===== config.mk =====
export PLATFORM = sky130hd
export DESIGN_NAME = lfsr_gen
export DESIGN_NICKNAME = d
export VERILOG_FILES = /design/src/rtl/lfsr_pkg.sv /design/src/rtl/lfsr_core.sv /design/src/rtl/lfsr_gen.sv
export SDC_FILE = /design/constraint.sdc
export NUM_CORES = 1
export LEC_CHECK = 0
export ABC_CLOCK_PERIOD_IN_PS = 1850
export CAP_MARGIN = 40
export CELL_PAD_IN_SITES_DETAIL_PLACEMENT = 1
export CELL_PAD_IN_SITES_GLOBAL_PLACEMENT = 1
export CORE_MARGIN = 4
export CORE_UTILIZATION = 34
export CTS_BUF_LIST = sky130_fd_sc_hd__clkbuf_2
export DETAILED_ROUTE_END_ITERATION = 8
export PLACE_DENSITY_LB_ADDON = 0.1
export SETUP_SLACK_MARGIN = 0.2
export SYNTH_ARGS = -nofsm -noshare
export SYNTH_HDL_FRONTEND = slang
export SYNTH_SLANG_ARGS = --single-unit

===== constraint.sdc =====
create_clock -name clk -period 1.85 [get_ports clk]
set_input_delay 0.185 -clock clk [delete_from_list [all_inputs] [get_ports clk]]
set_output_delay 0.185 -clock clk [all_outputs]
set_load 0.01 [all_outputs]

===== src/rtl/lfsr_pkg.sv =====
// lfsr_pkg: FSM encoding, common tap masks and a default maximal-length tap table
// shared by lfsr_core and lfsr_gen.
package lfsr_pkg;

    typedef enum logic [0:0] {
        FILL = 1'b0,
        HOLD = 1'b1
    } lfsr_gen_state_e;

    localparam logic [7:0]  LFSR_TAPS_8  = 8'hB8;
    localparam logic [15:0] LFSR_TAPS_16 = 16'hB400;

    // Bit i set means state[i] feeds the XOR; 0 for widths outside 3..32.
    function automatic logic [31:0] lfsr_default_taps(input int width);
        case (width)
            3:       lfsr_default_taps = 32'h0000_0006;
            4:       lfsr_default_taps = 32'h0000_000C;
            5:       lfsr_default_taps = 32'h0000_0014;
            6:       lfsr_default_taps = 32'h0000_0030;
            7:       lfsr_default_taps = 32'h0000_0060;
            8:       lfsr_default_taps = 32'h0000_00B8;
            9:       lfsr_default_taps = 32'h0000_0110;
            10:      lfsr_default_taps = 32'h0000_0240;
            11:      lfsr_default_taps = 32'h0000_0500;
            12:      lfsr_default_taps = 32'h0000_0829;
            13:      lfsr_default_taps = 32'h0000_100D;
            14:      lfsr_default_taps = 32'h0000_2015;
            15:      lfsr_default_taps = 32'h0000_6000;
            16:      lfsr_default_taps = 32'h0000_B400;
            17:      lfsr_default_taps = 32'h0001_2000;
            18:      lfsr_default_taps = 32'h0002_0400;
            19:      lfsr_default_taps = 32'h0004_0023;
            20:      lfsr_default_taps = 32'h0009_0000;
            21:      lfsr_default_taps = 32'h0014_0000;
            22:      lfsr_default_taps = 32'h0030_0000;
            23:      lfsr_default_taps = 32'h0042_0000;
            24:      lfsr_default_taps = 32'h00E1_0000;
            25:      lfsr_default_taps = 32'h0120_0000;
            26:      lfsr_default_taps = 32'h0200_0023;
            27:      lfsr_default_taps = 32'h0400_0013;
            28:      lfsr_default_taps = 32'h0900_0000;
            29:      lfsr_default_taps = 32'h1400_0000;
            30:      lfsr_default_taps = 32'h2000_0029;
            31:      lfsr_default_taps = 32'h4800_0000;
            32:      lfsr_default_taps = 32'h8020_0003;
            default: lfsr_default_taps = 32'h0000_0000;
        endcase
    endfunction

endpackage


===== src/rtl/lfsr_core.sv =====
// lfsr_core: Fibonacci LFSR register. A zero seed is loaded as 1 so the
// all-zero lockup state can never be entered.
module lfsr_core
    import lfsr_pkg::*;
#(
    parameter int unsigned      WIDTH = 16,
    parameter logic [WIDTH-1:0] TAPS  = WIDTH'(lfsr_default_taps(WIDTH))
) (
    input  logic             clk,
    input  logic             rst_n,
    input  logic             load_i,
    input  logic [WIDTH-1:0] seed_i,
    input  logic             step_i,
    output logic [WIDTH-1:0] state_o,
    output logic [WIDTH-1:0] step_val_o,
    output logic [WIDTH-1:0] load_val_o,
    output logic             out_bit_o
);

    logic [WIDTH-1:0] state_q, state_d;
    logic [WIDTH-1:0] load_val;
    logic [WIDTH-1:0] step_val;

    always_comb begin
        load_val = (seed_i == '0) ? {{(WIDTH-1){1'b0}}, 1'b1} : seed_i;
        step_val = {state_q[WIDTH-2:0], ^(state_q & TAPS)};
        state_d  = state_q;
        if (load_i) begin
            state_d = load_val;
        end else if (step_i) begin
            state_d = step_val;
        end
    end

    always_ff @(posedge clk) begin
        if (!rst_n) begin
            state_q <= '1;
        end else begin
            state_q <= state_d;
        end
    end

    assign state_o    = state_q;
    assign step_val_o = step_val;
    assign load_val_o = load_val;
    assign out_bit_o  = state_q[WIDTH-1];

endmodule


===== src/rtl/lfsr_gen.sv =====
// lfsr_gen: packs LFSR output bits into OUT_BITS words offered on valid/ready.
// Define LFSR_GEN_PERIOD_EN to enable the period_wrap_o sequence-wrap detector.
//   state | meaning
//   FILL  | shifting LFSR bits into the word while en_i is high
//   HOLD  | complete word offered, LFSR frozen until accepted
module lfsr_gen
    import lfsr_pkg::*;
#(
    parameter int unsigned      WIDTH    = 16,
    parameter logic [WIDTH-1:0] TAPS     = WIDTH'(lfsr_default_taps(WIDTH)),
    parameter int unsigned      OUT_BITS = 8
) (
    input  logic                clk,
    input  logic                rst_n,
    input  logic                seed_load_i,
    input  logic [WIDTH-1:0]    seed_i,
    input  logic                en_i,
    output logic [OUT_BITS-1:0] word_o,
    output logic                word_valid_o,
    input  logic                word_ready_i,
    output logic [WIDTH-1:0]    state_o,
    output logic                period_wrap_o
);

    localparam int unsigned CNT_W  = $clog2(OUT_BITS + 1);
    localparam logic [0:0]  S_FILL = FILL;
    localparam logic [0:0]  S_HOLD = HOLD;

    logic [0:0]          fsm_q, fsm_d;
    logic [CNT_W-1:0]    cnt_q, cnt_d;
    logic [OUT_BITS-1:0] word_q, word_d;
    logic                step;
    logic                out_bit;
    logic [WIDTH-1:0]    step_val;
    logic [WIDTH-1:0]    load_val;

    lfsr_core #(
        .WIDTH (WIDTH),
        .TAPS  (TAPS)
    ) u_core (
        .clk        (clk),
        .rst_n      (rst_n),
        .load_i     (seed_load_i),
        .seed_i     (seed_i),
        .step_i     (step),
        .state_o    (state_o),
        .step_val_o (step_val),
        .load_val_o (load_val),
        .out_bit_o  (out_bit)
    );

    always_comb begin
        step   = 1'b0;
        fsm_d  = fsm_q;
        cnt_d  = cnt_q;
        word_d = word_q;
        if (seed_load_i) begin
            fsm_d  = S_FILL;
            cnt_d  = '0;
            word_d = '0;
        end else begin
            case (fsm_q)
                S_FILL: begin
                    if (en_i) begin
                        step   = 1'b1;
                        word_d = (word_q << 1) | OUT_BITS'(out_bit);
                        if (cnt_q == CNT_W'(OUT_BITS - 1)) begin
                            cnt_d = '0;
                            fsm_d = S_HOLD;
                        end else begin
                            cnt_d = cnt_q + CNT_W'(1);
                        end
                    end
                end
                S_HOLD: begin
                    if (word_ready_i) begin
                        fsm_d = S_FILL;
                    end
                end
                default: fsm_d = S_FILL;
            endcase
        end
    end

    always_ff @(posedge clk) begin
        if (!rst_n) begin
            fsm_q  <= S_FILL;
            cnt_q  <= '0;
            word_q <= '0;
        end else begin
            fsm_q  <= fsm_d;
            cnt_q  <= cnt_d;
            word_q <= word_d;
        end
    end

    assign word_o       = word_q;
    assign word_valid_o = (fsm_q == S_HOLD);

`ifdef LFSR_GEN_PERIOD_EN
    logic [WIDTH-1:0] ref_q;
    logic             wrap_q;

    // Reference tracks the effective start state: all ones after reset, else the last load.
    always_ff @(posedge clk) begin
        if (!rst_n) begin
            ref_q  <= '1;
            wrap_q <= 1'b0;
        end else begin
            wrap_q <= step && (step_val == ref_q);
            if (seed_load_i) begin
                ref_q <= load_val;
            end
        end
    end

    assign period_wrap_o = wrap_q;
`else
    logic unused_period;
    assign unused_period = ^{step_val, load_val};
    assign period_wrap_o = 1'b0;
`endif

endmodule


== After elaboration in Yosys (flattened, before gate mapping) ==
Cells that the tools add are included.

* Word-level logic and storage cells: 25
* Register bits after elaboration: 29

* $add $sub $neg: 1
* Reductions and logical operators: 5
* Equality and inequality tests: 1
* Bitwise operators: 3
* Multiplexer cells: 11

{| class="wikitable"
|+ Operators by type and width
! kind !! count
|-
| $mux W16 || 3
|-
| $logic_not A16 Y1 || 1
|-
| $reduce_xor A16 Y1 || 1
|-
| $or A8 B1 Y8 || 1
|-
| $mux W1 || 6
|-
| $add A4 B1 Y4 const B || 1
|-
| $eq A4 B3 Y1 const B || 1
|-
| $mux W4 || 1
|-
| $not A1 Y1 || 2
|-
| $pmux W1 S2 || 1
|-
| $reduce_and A2 Y1 || 1
|-
| $reduce_bool A2 Y1 || 1
|-
| $reduce_or A2 Y1 || 1
|}

== Logic depth before layout (Yosys ltp) ==
* Depth in word-level cells: 5
* Depth in mapped cells: 6

== Cells and area by module ==
A second synthesis with hierarchy kept.

* Cells, all modules: 173
* Area, all modules: 1577.8 µm²

{| class="wikitable"
|+ By module, submodules not included
! module !! area each (µm²) !! seq. area each (µm²) !! times used !! cells each
|-
| lfsr_core || 1056.0 || 320.3 || 1 || 109
|-
| lfsr_gen || 521.8 || 260.2 || 1 || 64
|}

== Worst setup path after synthesis ==
OpenSTA, ideal clock, no wires.

* Kind: reg-to-reg
* From: register fsm_q (netlist: word_valid_o)
* To: register u_core.state_q[10] (netlist: u_core.state_o[10])
* Setup time: 129 ps
* Cell stages (with the launch flop): 7
* Arrival time: 1247 ps
* Slack: 473 ps
* Data required time: 1721 ps
* Buffers on the path: 2
* Path through: dfxtp_1 -> nand2b_4 -> buf_6 -> buf_6 -> mux2_4 -> mux2i_1 -> nand2_1

* Longest elaborated chain between the ends: 3

{| class="wikitable"
|+ Ends and longest elaborated chain
! item !! line !! RTL
|-
| from (decl) || lfsr_gen.sv:29 || <nowiki>logic [0:0] fsm_q, fsm_d;</nowiki>
|-
| from (signal assigned) || lfsr_gen.sv:91 || <nowiki>fsm_q <= fsm_d;</nowiki>
|-
| $mux W1 || lfsr_gen.sv:62 || <nowiki>case (fsm_q)</nowiki>
|-
| $mux W1 || lfsr_gen.sv:57 || <nowiki>if (seed_load_i) begin</nowiki>
|-
| $reduce_bool A2 Y1 (no source line) || - ||
|-
| to (signal assigned) || lfsr_core.sv:39 || <nowiki>state_q <= state_d;</nowiki>
|-
| to (decl) || lfsr_core.sv:20 || <nowiki>logic [WIDTH-1:0] state_q, state_d;</nowiki>
|}

Every way passes these cells.
A chain may end at the register's enable or synchronous reset.

== Worst setup path in the final report ==
* From: register u_core.state_q[13] (netlist: u_core.state_o[13])
* To: output state_o[13]

{| class="wikitable"
|+ RTL lines
! item !! line !! RTL
|-
| to (decl) || lfsr_gen.sv:21 || <nowiki>output logic [WIDTH-1:0] state_o,</nowiki>
|}

No word-level cell between the ends.

==> out/qor.csv <==
metric,value,unit
"Top FF cell, synth",dfxtp_1,
GP Congestion,0.735,
Reg area,583,sq um
cts hold-fix bufs,0,
Comb pwr share,19.9,%
Synth Instances,144,
clock sink total,29,
die width,71.3,um
worst setup margin,0.307,ns
post-synthesis async set-or-reset flop share,0,%
Post-synth EDFFs,0,
Root Driver,clkbuf_2,
outcome,finished clean,
post-route ant nets,0,
Die Height,71.3,um
Fmax achieved,648,MHz
Sequential Power Share,53.8,%
Clock Latency Late Sink,0.36,ns
CTS tree,done,
routed len/inst,15.1,um
Min Hold Slack,0.438,ns
Worst setup SP type,flip-flop,
clk_skew,0.00340,ns
Buf/Inv on CP,1,
Rows,22,
Util after Layout,50.4,%
Syn-to-layout area delta,39.6,%
busiest grt layer,met2,
Lkg Pwr,0.743,nW
"Design Area, Final",1900,sq um
dpl ws,0.202,ns
Worst VDD drop,0.327,mV
vias,1187,
Via-to-Cell Ratio,4.93,
area of the multi-input gates,712,sq um
M2 GR Usage,28.8,%
RSZ-0062 raised after global routing,no,
FILL cells,437,
diode count,0,
setup_tns,0,ns
register area share after synthesis,42.6,%
Slowest Stage Delay on Critical Path,0.57,ns
Internal Power,0.000891,W
CTS Buffer Depth,2,
die footprint,5080,sq um
"commonest non-fill, non-tap cell in the layout",clkdlybuf4s50_1,
Fin. Hold Viols,0,
Crit Path Class,reg -> out,
mapped cell area,1360,sq um
CP Data Arrival Time,1.36,ns
Pwr per Cell Area,661,nW/um^2
critical path's slowest cell,clkdlybuf4s50_1,
CP top delay family,buffers and inverters,
net load switching power,0.000364,W
H-tree levels,2,
fin. max-slew vios,0,
Yosys cell types,27,
port bufs,45,
worst hold path class,in -> reg,
Sw Share,29.0,%
overflow left after global routing,0,
number of global-route vias before repair,1289,
final WL,3.63,mm
Max Cap Viol,0,
Final Cycle Share,83.4,%
Tmin final,1.54,ns
Clk pwr share,26.3,%
share of layout cells above drive strength 1,16.6,%
WP data required,1.66,ns
Finish-stage setup viols,0,
syn_area_per_cell,9.45,sq um
GRT Util Overall,15.4,%
Iteration-0 DRC Markers,30,
"critical path fanouts, max",4,
maximum number of pins on one net before global-route repair,22,
placed cell area,1860,sq um
worst-path cell chain,clkdlybuf4s50_1,
global-route track usage on met3,3.79,%
placed wire-length estimate,2.85,mm
Synth Warn #,0,
final net count,214,
clk slew on worst S/H paths,0.16,ns
Critical Path End Type,primary output,
first-pass iteration count of the detailed router,2,
"FF+latch count, synth",29,
first-pass GRT wire length,6.16,mm
Starting Density,36.1,%
syn_nets,166,
Inserted Clock Buffers,5,
most frequent cells in the layout,"45 x clkdlybuf4s50_1, 36 x nand2_1, 27 x dfxtp_1, 15 x mux2i_1, 12 x a21oi_1",
I/O pins,47,
DRC,0,
initial antenna violation count,0,
CORE AREA,3770,sq um
M1 GR Usage,16.2,%
[worst min-delay path: cells and delay by family]
kind,cells,cell delay [ns]
AND/OR/NAND/NOR,1,0.06
multiplexers,1,0.07
buffers and inverters,1,0.47
[worst paths after layout]
kind / start / end / slack, ns / cells after the start
max: u_core.state_o[13]$_SDFFE_PN1P_ / state_o[13] / 0.31 / 1
min: seed_i[13] / u_core.state_o[13]$_SDFFE_PN1P_ / 0.44 / 3
max reg2reg: word_valid_o$_SDFF_PP0_ / u_core.state_o[8]$_SDFFE_PN1P_ / 0.47 / 4
min reg2reg: word_o[7]$_SDFFE_PP0P_ / word_o[7]$_SDFFE_PP0P_ / 0.47 / 2
[through the flow]
step / total power, W / instances
3_3_place_gp: 0.000934 / 233
4_1_cts: 0.00128 / 241
3_5_place_dp: 0.000941 / 233
2_1_floorplan: 0.000817 / 144
5_1_grt: 0.00133 / 241
6_report: 0.00126 / 241
[kinds of logic (layout without fill, tap and decap cells)]
group / after synthesis / count (layout) / share of synthesized area [%]
AO/OA/AOI/OAI: 13 / 13 / 4.78
XOR/XNOR: 4 / 4 / 2.57
adder cells (fa/ha/maj): 1 / 1 / 0.919
buffers and inverters: 11 / 60 / 5.05
flip-flops: 29 / 29 / 42.6
multiplexers: 30 / 30 / 25.1
other: 1 / 1 / 0.275
AND/OR/NAND/NOR: 55 / 55 / 18.7
[layout make-up]
cell class	count	share of cell area, %
multi-input cells	104	37.5
flip-flops and latches	29	30.7
repair buffers	52	26.5
well taps	48	3.16
clock buffers	5	1.32
clock inverters	3	0.922
[synth_stat cells, types with 2 or more instances]
cell type | instances | share of area, %
nand2_1 | 36 | 9.9
buf_6 | 2 | 1.7
xnor2_1 | 2 | 1.3
xor2_1 | 2 | 1.3
buf_2 | 4 | 1.5
mux2_2 | 9 | 7.4
dfxtp_1 | 29 | 43
buf_4 | 2 | 1.1
mux2_4 | 6 | 6.6
nor2_1 | 3 | 0.83
mux2i_1 | 15 | 11
a21oi_1 | 12 | 4.4
nor3_1 | 4 | 1.5
nor4_1 | 3 | 1.4
clkbuf_1 | 3 | 0.83
[power by group through the flow]
stage / registers [W] / clock network, W / logic [W]
after detailed placement: 0.000689 / 0 / 0.000252
after global placement: 0.000688 / 0 / 0.000247
after global routing: 0.000682 / 0.000374 / 0.000270
after floorplan: 0.000694 / 0 / 0.000122
after CTS: 0.000676 / 0.000345 / 0.000254
final: 0.000676 / 0.000330 / 0.000249
[routing by layer]
layer	vias to the layer above	part of all wire (%)
li1	587	-
met1	569	40
met2	25	55
met3	6	4.0
met4	0	1.2
met5	-	0
[state kept, by name, summed over array words and instances, names as in the netlist]
| name | cells |
|---|---|
| u_core.state_o | 16 |
| word_valid_o | 1 |
| cnt_q | 4 |
| word_o | 8 |
[what timing repair did]
item,in CTS,in global routing
buffers inserted,0,0
resized for setup,0,2
setup endpoints to repair,0,2
No activity file was read; power rests on OpenSTA's default activity.
